**src/rtl/uart_rx_pkg.sv**
```systemverilog
// Shared types and register map for the memory-mapped UART receiver.
package uart_rx_pkg;
  typedef enum logic [2:0] {S_IDLE, S_START, S_DATA, S_PARITY, S_STOP} rx_state_e;

  localparam logic [31:0] DATA_OFS   = 32'd0;
  localparam logic [31:0] STATUS_OFS = 32'd4;

  localparam int ST_VALID   = 0;
  localparam int ST_FULL    = 1;
  localparam int ST_OVR     = 2;
  localparam int ST_FERR    = 3;
  localparam int ST_PERR    = 4;
  localparam int ST_CNT_LSB = 8;
  localparam int ST_CNT_W   = 5;
endpackage

```
**src/rtl/uart_rx_fifo.sv**
```systemverilog
// Byte FIFO with first-word-fall-through head; a push while full is accepted only alongside a pop.
module uart_rx_fifo #(
  parameter  int DEPTH = 8,
  localparam int AW    = $clog2(DEPTH),
  localparam int CW    = AW + 1
) (
  input  logic          clk,
  input  logic          rst,
  input  logic          push,
  input  logic          pop,
  input  logic [7:0]    din,
  output logic [7:0]    head,
  output logic          full,
  output logic          empty,
  output logic [CW-1:0] count
);
  logic [7:0]    mem [DEPTH];
  logic [AW-1:0] wr_ptr, rd_ptr;
  logic          do_push, do_pop;

  assign empty   = (count == '0);
  assign full    = (count == CW'(DEPTH));
  assign do_pop  = pop && !empty;
  assign do_push = push && (!full || do_pop);
  assign head    = mem[rd_ptr];

  always_ff @(posedge clk)
    if (do_push) mem[wr_ptr] <= din;

  // Power-of-two depth lets the pointers wrap by plain overflow.
  always_ff @(posedge clk) begin
    if (!rst) begin
      wr_ptr <= '0;
      rd_ptr <= '0;
      count  <= '0;
    end else begin
      if (do_push) wr_ptr <= wr_ptr + 1'b1;
      if (do_pop)  rd_ptr <= rd_ptr + 1'b1;
      count <= count + CW'(do_push) - CW'(do_pop);
    end
  end
endmodule

```
**src/rtl/uart_rx_mmio.sv**
```systemverilog
// Memory-mapped UART receiver: synchronizer, receive FSM, byte FIFO and DATA/STATUS registers.
// Define UART_RX_PARITY_EN for 8E1 framing with a parity check; default is 8N1.
module uart_rx_mmio
  import uart_rx_pkg::*;
#(
  parameter int          CLKS_PER_BIT = 651,
  parameter int          FIFO_DEPTH   = 8,
  parameter logic [31:0] BASE_ADDR    = 32'h4000_0020
) (
  input  logic        clk,
  input  logic        rst,
  input  logic        Rx,
  input  logic        MemRd,
  input  logic        MemWr,
  input  logic [31:0] Addr,
  input  logic [31:0] WrData,
  output logic [31:0] RdData,
  output logic        Hit,
  output logic        Irq
);
  localparam int BCW = $clog2(CLKS_PER_BIT);
  localparam int CW  = $clog2(FIFO_DEPTH) + 1;
  localparam logic [BCW-1:0] BIT_LAST  = BCW'(CLKS_PER_BIT - 1);
  localparam logic [BCW-1:0] HALF_LAST = BCW'(CLKS_PER_BIT / 2 - 1);

  logic            rx_s1, rx_s2;
  rx_state_e       state, state_n;
  logic [BCW-1:0]  baud, baud_n;
  logic [2:0]      bit_idx, bit_idx_n;
  logic [7:0]      shreg, shreg_n;
  logic            push_req, ferr_set;
  logic [7:0]      head;
  logic            full, empty, pop;
  logic [CW-1:0]   count;
  logic            hit_data, hit_stat, wr_stat;
  logic            ovr, ferr;
  logic [31:0]     status;
  logic            unused_bits;
`ifdef UART_RX_PARITY_EN
  logic            par_bad, par_bad_n, perr_set, perr;
`endif

  assign unused_bits = ^WrData;

  always_ff @(posedge clk) begin
    if (!rst) begin
      rx_s1 <= 1'b1;
      rx_s2 <= 1'b1;
    end else begin
      rx_s1 <= Rx;
      rx_s2 <= rx_s1;
    end
  end

  always_ff @(posedge clk) begin
    if (!rst) begin
      state   <= S_IDLE;
      baud    <= '0;
      bit_idx <= '0;
      shreg   <= '0;
`ifdef UART_RX_PARITY_EN
      par_bad <= 1'b0;
`endif
    end else begin
      state   <= state_n;
      baud    <= baud_n;
      bit_idx <= bit_idx_n;
      shreg   <= shreg_n;
`ifdef UART_RX_PARITY_EN
      par_bad <= par_bad_n;
`endif
    end
  end

  always_comb begin
    state_n   = state;
    baud_n    = baud + 1'b1;
    bit_idx_n = bit_idx;
    shreg_n   = shreg;
    push_req  = 1'b0;
    ferr_set  = 1'b0;
`ifdef UART_RX_PARITY_EN
    par_bad_n = par_bad;
    perr_set  = 1'b0;
`endif
    case (state)
      S_IDLE: begin
        baud_n = '0;
        if (!rx_s2) state_n = S_START;
      end
      // Half-bit resample rejects glitches shorter than half a bit.
      S_START: if (baud == HALF_LAST) begin
        baud_n    = '0;
        bit_idx_n = '0;
        state_n   = rx_s2 ? S_IDLE : S_DATA;
      end
      S_DATA: if (baud == BIT_LAST) begin
        baud_n    = '0;
        shreg_n   = {rx_s2, shreg[7:1]};
        bit_idx_n = bit_idx + 1'b1;
`ifdef UART_RX_PARITY_EN
        if (bit_idx == 3'd7) state_n = S_PARITY;
`else
        if (bit_idx == 3'd7) state_n = S_STOP;
`endif
      end
`ifdef UART_RX_PARITY_EN
      S_PARITY: if (baud == BIT_LAST) begin
        baud_n    = '0;
        par_bad_n = rx_s2 ^ (^shreg);
        perr_set  = par_bad_n;
        state_n   = S_STOP;
      end
`endif
      S_STOP: if (baud == BIT_LAST) begin
        state_n = S_IDLE;
`ifdef UART_RX_PARITY_EN
        if (rx_s2) push_req = !par_bad;
`else
        if (rx_s2) push_req = 1'b1;
`endif
        else       ferr_set = 1'b1;
      end
      default: state_n = S_IDLE;
    endcase
  end

  uart_rx_fifo #(.DEPTH(FIFO_DEPTH)) u_fifo (
    .clk   (clk),
    .rst   (rst),
    .push  (push_req),
    .pop   (pop),
    .din   (shreg),
    .head  (head),
    .full  (full),
    .empty (empty),
    .count (count)
  );

  assign hit_data = (Addr == BASE_ADDR + DATA_OFS);
  assign hit_stat = (Addr == BASE_ADDR + STATUS_OFS);
  assign Hit      = hit_data || hit_stat;
  assign pop      = MemRd && hit_data && !empty;
  assign wr_stat  = MemWr && hit_stat;

  // Sticky flags: set takes priority over a same-cycle write-1-to-clear.
  always_ff @(posedge clk) begin
    if (!rst) begin
      ovr  <= 1'b0;
      ferr <= 1'b0;
      Irq  <= 1'b0;
`ifdef UART_RX_PARITY_EN
      perr <= 1'b0;
`endif
    end else begin
      ovr  <= (push_req && full && !pop) || (ovr && !(wr_stat && WrData[ST_OVR]));
      ferr <= ferr_set || (ferr && !(wr_stat && WrData[ST_FERR]));
      Irq  <= !empty;
`ifdef UART_RX_PARITY_EN
      perr <= perr_set || (perr && !(wr_stat && WrData[ST_PERR]));
`endif
    end
  end

  always_comb begin
    status           = '0;
    status[ST_VALID] = !empty;
    status[ST_FULL]  = full;
    status[ST_OVR]   = ovr;
    status[ST_FERR]  = ferr;
`ifdef UART_RX_PARITY_EN
    status[ST_PERR]  = perr;
`endif
    status[ST_CNT_LSB +: ST_CNT_W] = ST_CNT_W'(count);
  end

  always_comb begin
    RdData = '0;
    if (hit_data)      RdData = empty ? 32'd0 : {24'd0, head};
    else if (hit_stat) RdData = status;
  end
endmodule

```
**config.mk**
```make
export PLATFORM = sky130hd
export DESIGN_NAME = uart_rx_mmio
export DESIGN_NICKNAME = d
export VERILOG_FILES = /design/src/rtl/uart_rx_pkg.sv /design/src/rtl/uart_rx_fifo.sv /design/src/rtl/uart_rx_mmio.sv
export SDC_FILE = /design/constraint.sdc
export NUM_CORES = 1
export LEC_CHECK = 0
export ABC_AREA = 1
export CORE_MARGIN = 10
export CORE_UTILIZATION = 45
export DETAILED_ROUTE_END_ITERATION = 12
export PLACE_DENSITY_LB_ADDON = 0.2
export SETUP_SLACK_MARGIN = 0.05
export SYNTH_ARGS = -nofsm -noshare
export SYNTH_HDL_FRONTEND = slang
export SYNTH_HIERARCHICAL = 1
export SYNTH_SLANG_ARGS = --single-unit
```
**constraint.sdc**
```tcl
create_clock -name clk -period 3.49 [get_ports clk]
set_clock_uncertainty 0.2 [all_clocks]
set_input_delay 0.698 -clock clk [delete_from_list [all_inputs] [get_ports clk]]
set_output_delay 0.698 -clock clk [all_outputs]
set_load 0.05 [all_outputs]
```
==> metrics.md, run 1 <==
| Metric | Value |
|---|---|
| Met1 wire length | 4.37 mm |
| Hold Crit Class | reg2reg |
| Placed cell areas | 0.00586 mm^2 |
| Final-report hold violation count | 0 |
| Setup CP Type | in2out |
| IO buf count | 52 |
| Area Overhead vs Synth | 20.5% |
| Slew margin rel. | 61.7% |
| Slowest cell on the critical path | clkdlybuf4s50_1 |
| Top Layer Used | met4 |
| Pin count of the biggest net entering global routing | 33 |
| Sinks on Clock Net | 106 |
| Clock Latency Late Sink | 0.34 ns |
| Slew at the pin with the worst max-slew slack | 0.574 ns |
| Starting Density | 46.4% |
| Top-area cell type share of the netlist area | 37.7% |
| Maximum fanout along the worst path | 4 |
| Final #Nets | 724 |
| Die width | 126 um |
| CTS Buf Count | 9 |
| Post-route clock period utilization | 94.4% |
| Via count of the first global-routing pass | 3632 |
| CTS Hold Bufs | 0 |
| Placed Instances | 771 |
| CORE AREA | 0.0110 mm^2 |
| GRT Total Usage | 12.7% |
| Clock transition at path regs | 0.07 ns |
| Setup-failing EPs final | 0 |
| Layout cells sized above 1 | 11.3% |
| Final Core Density | 55.9% |
| Total iterations of the first detailed-routing run | 4 |
| CP Capture Type | output port |
| Metal3 WL | 798 um |
| CP arrival | 2.40 ns |
| MaxCap Viol Count | 0 |
| Vias | 3716 |
| Routed Antenna Nets | 0 |
| Gate Count Post-Synth | 578 |
| Vias per cell | 4.72 |
| Most frequently used flop master after synthesis | edfxtp_1 |
| Gr ovfl total | 0 |
| Met2 wire length | 4.78 mm |
| DR WL/cell | 12.8 um |
| Die area | 0.0160 mm^2 |
| Worst endpoint required time | 2.59 ns |
| Final Instance Count excl. Fillers | 787 |
| Pwr/cell area | 444 mW/mm^2 |
| Die Height | 126 um |
| Largest cells by area after synthesis | edfxtp_1 38%, dfxtp_1 17%, nor2_1 9.6%, nand2_1 6.9%, inv_1 4.3% |
| DRT iter0 DRCs | 241 |
| H-tree depth | 3 |
| Initial antenna violation count | 0 |
| CP startpoint kind | input pin |
| Mapped cell area | 0.00509 mm^2 |
| Sum Neg Setup Slack | 0 ns |
| Async set or reset register ratio after synthesis | 0% |
| Seq/Total Area, Yosys | 54.2% |
| Area of the multi-input gates | 0.00193 mm^2 |
| Root Buffer | clkbuf_16 |
| Postcts setup bufs | 0 |
| Peak Freq | 303 MHz |
| Post-Route WL | 10.0 mm |
| CP Cell Sequence | clkdlybuf4s50_1, nor2_1, nand2_1, nor2_1, inv_1, nor2_1, nand2_1, nor2_2, inv_1, nor2_1, buf_12 |
| GPL Wtd Cong | 0.833 |
| Sequential Area | 0.00276 mm^2 |
| Total inserted antenna cells | 0 |
| Total leakage power | 2.61 nW |
| Finished Cell Area | 0.00614 mm^2 |
| Crit path buf inv count | 4 |
| RSZ-0062 raised after global routing | yes |
| Slew Viols, Final | 0 |
| Ports | 103 |
| Post-Syn Area per Cell | 8.81 um^2 |
| Number of synthesis warnings | 6 |
| Min Tclk post-route | 3.30 ns |
| Num rows | 38 |
| Seq cells post-synth | 106 |
| CTS tree | yes |
| Crit path largest cell delay | 0.40 ns |
| DP Wirelength | 7.49 mm |
| Status | complete, no violations |
| Cell mode on critical path | nor2_1 |
| Number of flops mapped to enable cells by yosys | 64 |
| # fillers | 987 |
| Family with the most delay on the worst path | simple AND/OR/NAND/NOR gates |
| Cell variety after synth | 38 |
| Yosys top cell by area | edfxtp_1 |
| Global-route wire length before repair | 17.0 mm |
| Clock Path Buffers | 2 |
| Number of remaining DRC errors | 0 |
| Max rail drop VDD | 0.000274 V |
flip-flops by register name, summed over array words and instances (netlist names), named ones only:
register and flops:
ovr 1, Irq 1, rx_s2 1, u_fifo/count 4, shreg 8, baud 10, u_fifo/mem 64, state 3
bit_idx 3, u_fifo/rd_ptr 3, u_fifo/wr_ptr 3, ferr 1, rx_s1 1
cells in the final DEF, fill, tap and decap left out, drive strengths merged, types with 5 or more instances in the layout:
cell type	instances
a21oi	20
ha	12
clkinv	5
nand2	103
clkdlybuf4s50	39
nor2	136
nor3	5
dfxtp	42
o21ai	63
conb	20
inv	62
buf	28
nand3	18
edfxtp	64
nand4	7
clkbuf	9
cells by family after synthesis:
family / count (synthesis) / synth area share, %
simple gates: 275 / 23.8
flops: 106 / 54.2
buf+inv: 95 / 9.58
compound gates: 86 / 8.64
fa+ha+maj: 13 / 3.34
xor+xnor: 2 / 0.344
other cells: 1 / 0.0736
power breakdown:
group | internal [W] | switching (W)
Combinational | 0.000144 | 0.000276
Clock | 0.000487 | 0.000442
Sequential | 0.00134 | 0.0000379
Total | 0.00197 | 0.000756
what timing repair did:
action,CTS,global route
resized for setup,1,1
setup endpoints to repair,1,4
hold endpoints to repair,0,0
through the flow:
| step | hold WS, ns | setup WS, ns | power, W |
|---|---|---|---|
| detailed placement | 0.208 | 0.00631 | 0.00182 |
| floorplan | 0.193 | 0.197 | 0.00173 |
| global placement | 0.196 | 0.0416 | 0.00181 |
| CTS | 0.224 | 0.0521 | 0.00276 |
| finish | 0.219 | 0.194 | 0.00273 |
| global route | 0.237 | 0.0141 | 0.00286 |
routing by layer:
layer  global-route usage [%]  vias up
li1                         -     1973
met1                     14.7     1646
met2                     21.2       89
met3                     4.37        8
met4                     4.69        0
met5                        0        -
final timing paths:
path,from,to,slack (ns),depth (start not counted)
worst min register to register,rx_s1$_SDFF_PN1_,rx_s2$_SDFF_PN1_,0.22,1
worst max-delay path,Addr[15],RdData[5],0.19,11
worst min-delay path,rx_s1$_SDFF_PN1_,rx_s2$_SDFF_PN1_,0.22,1
worst max register to register,u_fifo/count[2]$_SDFF_PN0_,u_fifo/count[2]$_SDFF_PN0_,0.77,16
layout make-up:
type	count	share of cell area, %
Clock inverter	7	0.856
Clock buffer	9	3.67
Sequential cell	106	45.0
Multi-Input combinational cell	396	31.4
Timing Repair Buffer	67	12.4
Inverter	62	3.79
Tap cell	140	2.85
synth_stat cells (2+ instances only):
library cell,number
nand2_4,3
nand2_2,6
nand4_1,7
o21ai_0,35
or2_2,2
inv_1,58
nand2_1,94
a21oi_1,20
buf_2,3
nor2_2,5
nor3_1,4
ha_1,12
clkinv_1,2
inv_2,2
buf_6,6
edfxtp_1,64
buf_4,22
nand3_1,15
dfxtp_1,42
o21ai_1,27
nor2_1,130
xor2_1,2
nand3_2,2
No activity file was read; power rests on OpenSTA's default activity.
==> run 2: changes to the inputs <==
Settings changed: HOLD_SLACK_MARGIN set to 0.03.
==> results of run 2 <==
The final DEF is identical to that of run 1; final timing and power are the same.
==> run 3: changes to the inputs <==
Settings changed: CTS_BUF_LIST set to sky130_fd_sc_hd__clkbuf_4 sky130_fd_sc_hd__clkbuf_8.
==> metrics.md, run 3 (synthesis gave the netlist of run 1 again) <==
| Metric | Value |
|---|---|
| Post-CTS Resized | 1 (unchanged) |
| Placed Instances | 771 (unchanged) |
| Initial antenna violation count | 0 (unchanged) |
| CTS tree | yes |
| MaxCap Viol Count | 0 (unchanged) |
| Commonest non-fill, non-tap cell in the layout | nor2_1 |
| Most frequent cells in the layout | 128 x nor2_1, 94 x nand2_1, 64 x edfxtp_1 |
| Status | complete, no violations |
| Min Tclk post-route | 3.29 ns (-0.00340 ns) |
| Clock transition at path regs | 0.10 ns (+0.03 ns) |
| Vias | 3770 (+1.5%) |
| Hold Crit Class | reg2reg |
| Gr ovfl total | 0 (unchanged) |
| Top flop regs | u_fifo/mem x64, baud x10, shreg x8 |
| RSZ-0062 raised after global routing | yes |
| Sum Neg Setup Slack | 0 ns (unchanged) |
| Number of remaining DRC errors | 0 (unchanged) |
| Peak Freq | 304 MHz (+0.10%) |
| Via count of the first global-routing pass | 3650 (+0.50%) |
| Die area | 0.0160 mm^2 (unchanged) |
| Post-Route WL | 10.1 mm (+0.87%) |
| Vias per cell | 4.79 (+1.5%) |
| Met1 Use GR | 14.7% (-0.051 points) |
| Area Overhead vs Synth | 18.5% |
| CTS Buf Count | 9 (unchanged) |
| Num rows | 38 (unchanged) |
| CP startpoint kind | input pin |
| DP Wirelength | 7.49 mm (unchanged) |
| IO buf count | 52 (unchanged) |
| Layout cells sized above 1 | 11.3% (unchanged) |
| CTS Hold Bufs | 0 (unchanged) |
| Setup CP Type | in2out |
| Die width | 126 um (unchanged) |
| CORE AREA | 0.0110 mm^2 (unchanged) |
| Sequential Area | 0.00276 mm^2 (unchanged) |
| Met3 Track Usage GR | 4.50% (+0.12 points) |
| Root Buffer | clkbuf_8 |
| Setup-failing EPs final | 0 (unchanged) |
| GR peak layer | met2 |
| Area of the multi-input gates | 0.00193 mm^2 (unchanged) |
| GR Layer Usage met2 | 21.3% (+0.061 points) |
| Final-report hold violation count | 0 (unchanged) |
| DRT iter0 DRCs | 257 (+6.6%) |
| Total iterations of the first detailed-routing run | 4 (unchanged) |
| Total leakage power | 2.56 nW (-1.8%) |
| Ports | 103 (unchanged) |
| Slew Viols, Final | 0 (unchanged) |
| H-tree depth | 3 (unchanged) |
| CP arrival | 2.39 ns (about the same) |
| Max reg flops | 64 (unchanged) |
| Pwr/cell area | 411 mW/mm^2 (-7.5%) |
| GRT Total Usage | 12.7% (-0.026 points) |
| Routed Antenna Nets | 0 (unchanged) |
| Final #Nets | 724 (unchanged) |
| Clock Path Buffers | 2 (unchanged) |
| Maximum fanout along the worst path | 4 (unchanged) |
| Post-route clock period utilization | 94.4% (-0.097 points) |
| Worst endpoint required time | 2.59 ns (about the same) |
| Final Instance Count excl. Fillers | 787 (unchanged) |
| Starting Density | 46.4% (unchanged) |
| CP Capture Type | output port |
| DR WL/cell | 12.9 um (+0.87%) |
| Total inserted antenna cells | 0 (unchanged) |
| Pin count of the biggest net entering global routing | 33 (unchanged) |
| Sinks on Clock Net | 106 (unchanged) |
| Global-route wire length before repair | 17.0 mm (+0.21%) |
| Max rail drop VDD | 0.000238 V (-13%) |
| GPL Wtd Cong | 0.833 (unchanged) |
| Largest Register | u_fifo/mem |
| Die Height | 126 um (unchanged) |
| Postcts setup bufs | 0 (unchanged) |
| # fillers | 1003 (+1.6%) |
| Clock Latency Late Sink | 0.36 ns (+0.02 ns) |
| Slew margin rel. | 61.5% (-0.13 points) |
| Slew at the pin with the worst max-slew slack | 0.576 ns (+0.00189 ns) |
[run 3: cell types whose count changed in the layout (fill, tap and decap cells not counted)]
cell / delta
clkbuf_16: -9
clkbuf_8: +9
[run 3: worst max-delay path, cell delays in order]
cell,delay (ns)
clkdlybuf4s50_1,0.40
nor2_1,0.10
nand2_1,0.06
nor2_1,0.15
inv_1,0.05
nor2_1,0.13
nand2_1,0.10
nor2_2,0.17
inv_1,0.16
nor2_1,0.21
buf_12,0.17
[run 3: cell type report]
type / count / share of cell area, %
Sequential cell: 106 / 45.8
Multi-Input combinational cell: 396 / 31.9
Timing Repair Buffer: 67 / 12.6
Inverter: 62 / 3.85
Tap cell: 140 / 2.90
Clock buffer: 9 / 2.05
Clock inverter: 7 / 0.870
[run 3: through the flow]
step | setup WS [ns] | total power, W | area, um^2 | util, % | hold slack, ns
6_report | 0.197 | 0.00248 | 6040 | 55.0 | 0.227
3_3_place_gp | 0.0416 | 0.00181 | 5860 | 53.3 | 0.196
3_5_place_dp | 0.00631 | 0.00182 | 5860 | 53.3 | 0.208
4_1_cts | 0.0521 | 0.00250 | 6030 | 54.9 | 0.231
2_1_floorplan | 0.197 | 0.00173 | 5170 | - | 0.193
5_1_grt | 0.0141 | 0.00261 | 6040 | 55.0 | 0.244
[run 3: layer usage]
layer	wire length (um)	share of wire, %
met1	4390	43
met2	4820	48
met3	805	7.9
met4	110	1.1
met5	0	0
[run 3: worst paths after layout]
| path | from | to | slack, ns | cells past startpoint |
|---|---|---|---|---|
| setup / recovery | Addr[15] | RdData[5] | 0.20 | 11 |
| hold / removal | rx_s1$_SDFF_PN1_ | rx_s2$_SDFF_PN1_ | 0.23 | 1 |
| setup reg to reg | u_fifo/count[2]$_SDFF_PN0_ | u_fifo/count[2]$_SDFF_PN0_ | 0.76 | 16 |
| hold reg to reg | rx_s1$_SDFF_PN1_ | rx_s2$_SDFF_PN1_ | 0.23 | 1 |
[run 3: where the power goes]
part | leakage, nW | switching (W) | total (W) | internal [W]
Sequential | 1.08 | 0.0000378 | 0.00138 | 0.00134
Combinational | 1.39 | 0.000279 | 0.000423 | 0.000144
Clock | 0.0861 | 0.000417 | 0.000680 | 0.000264
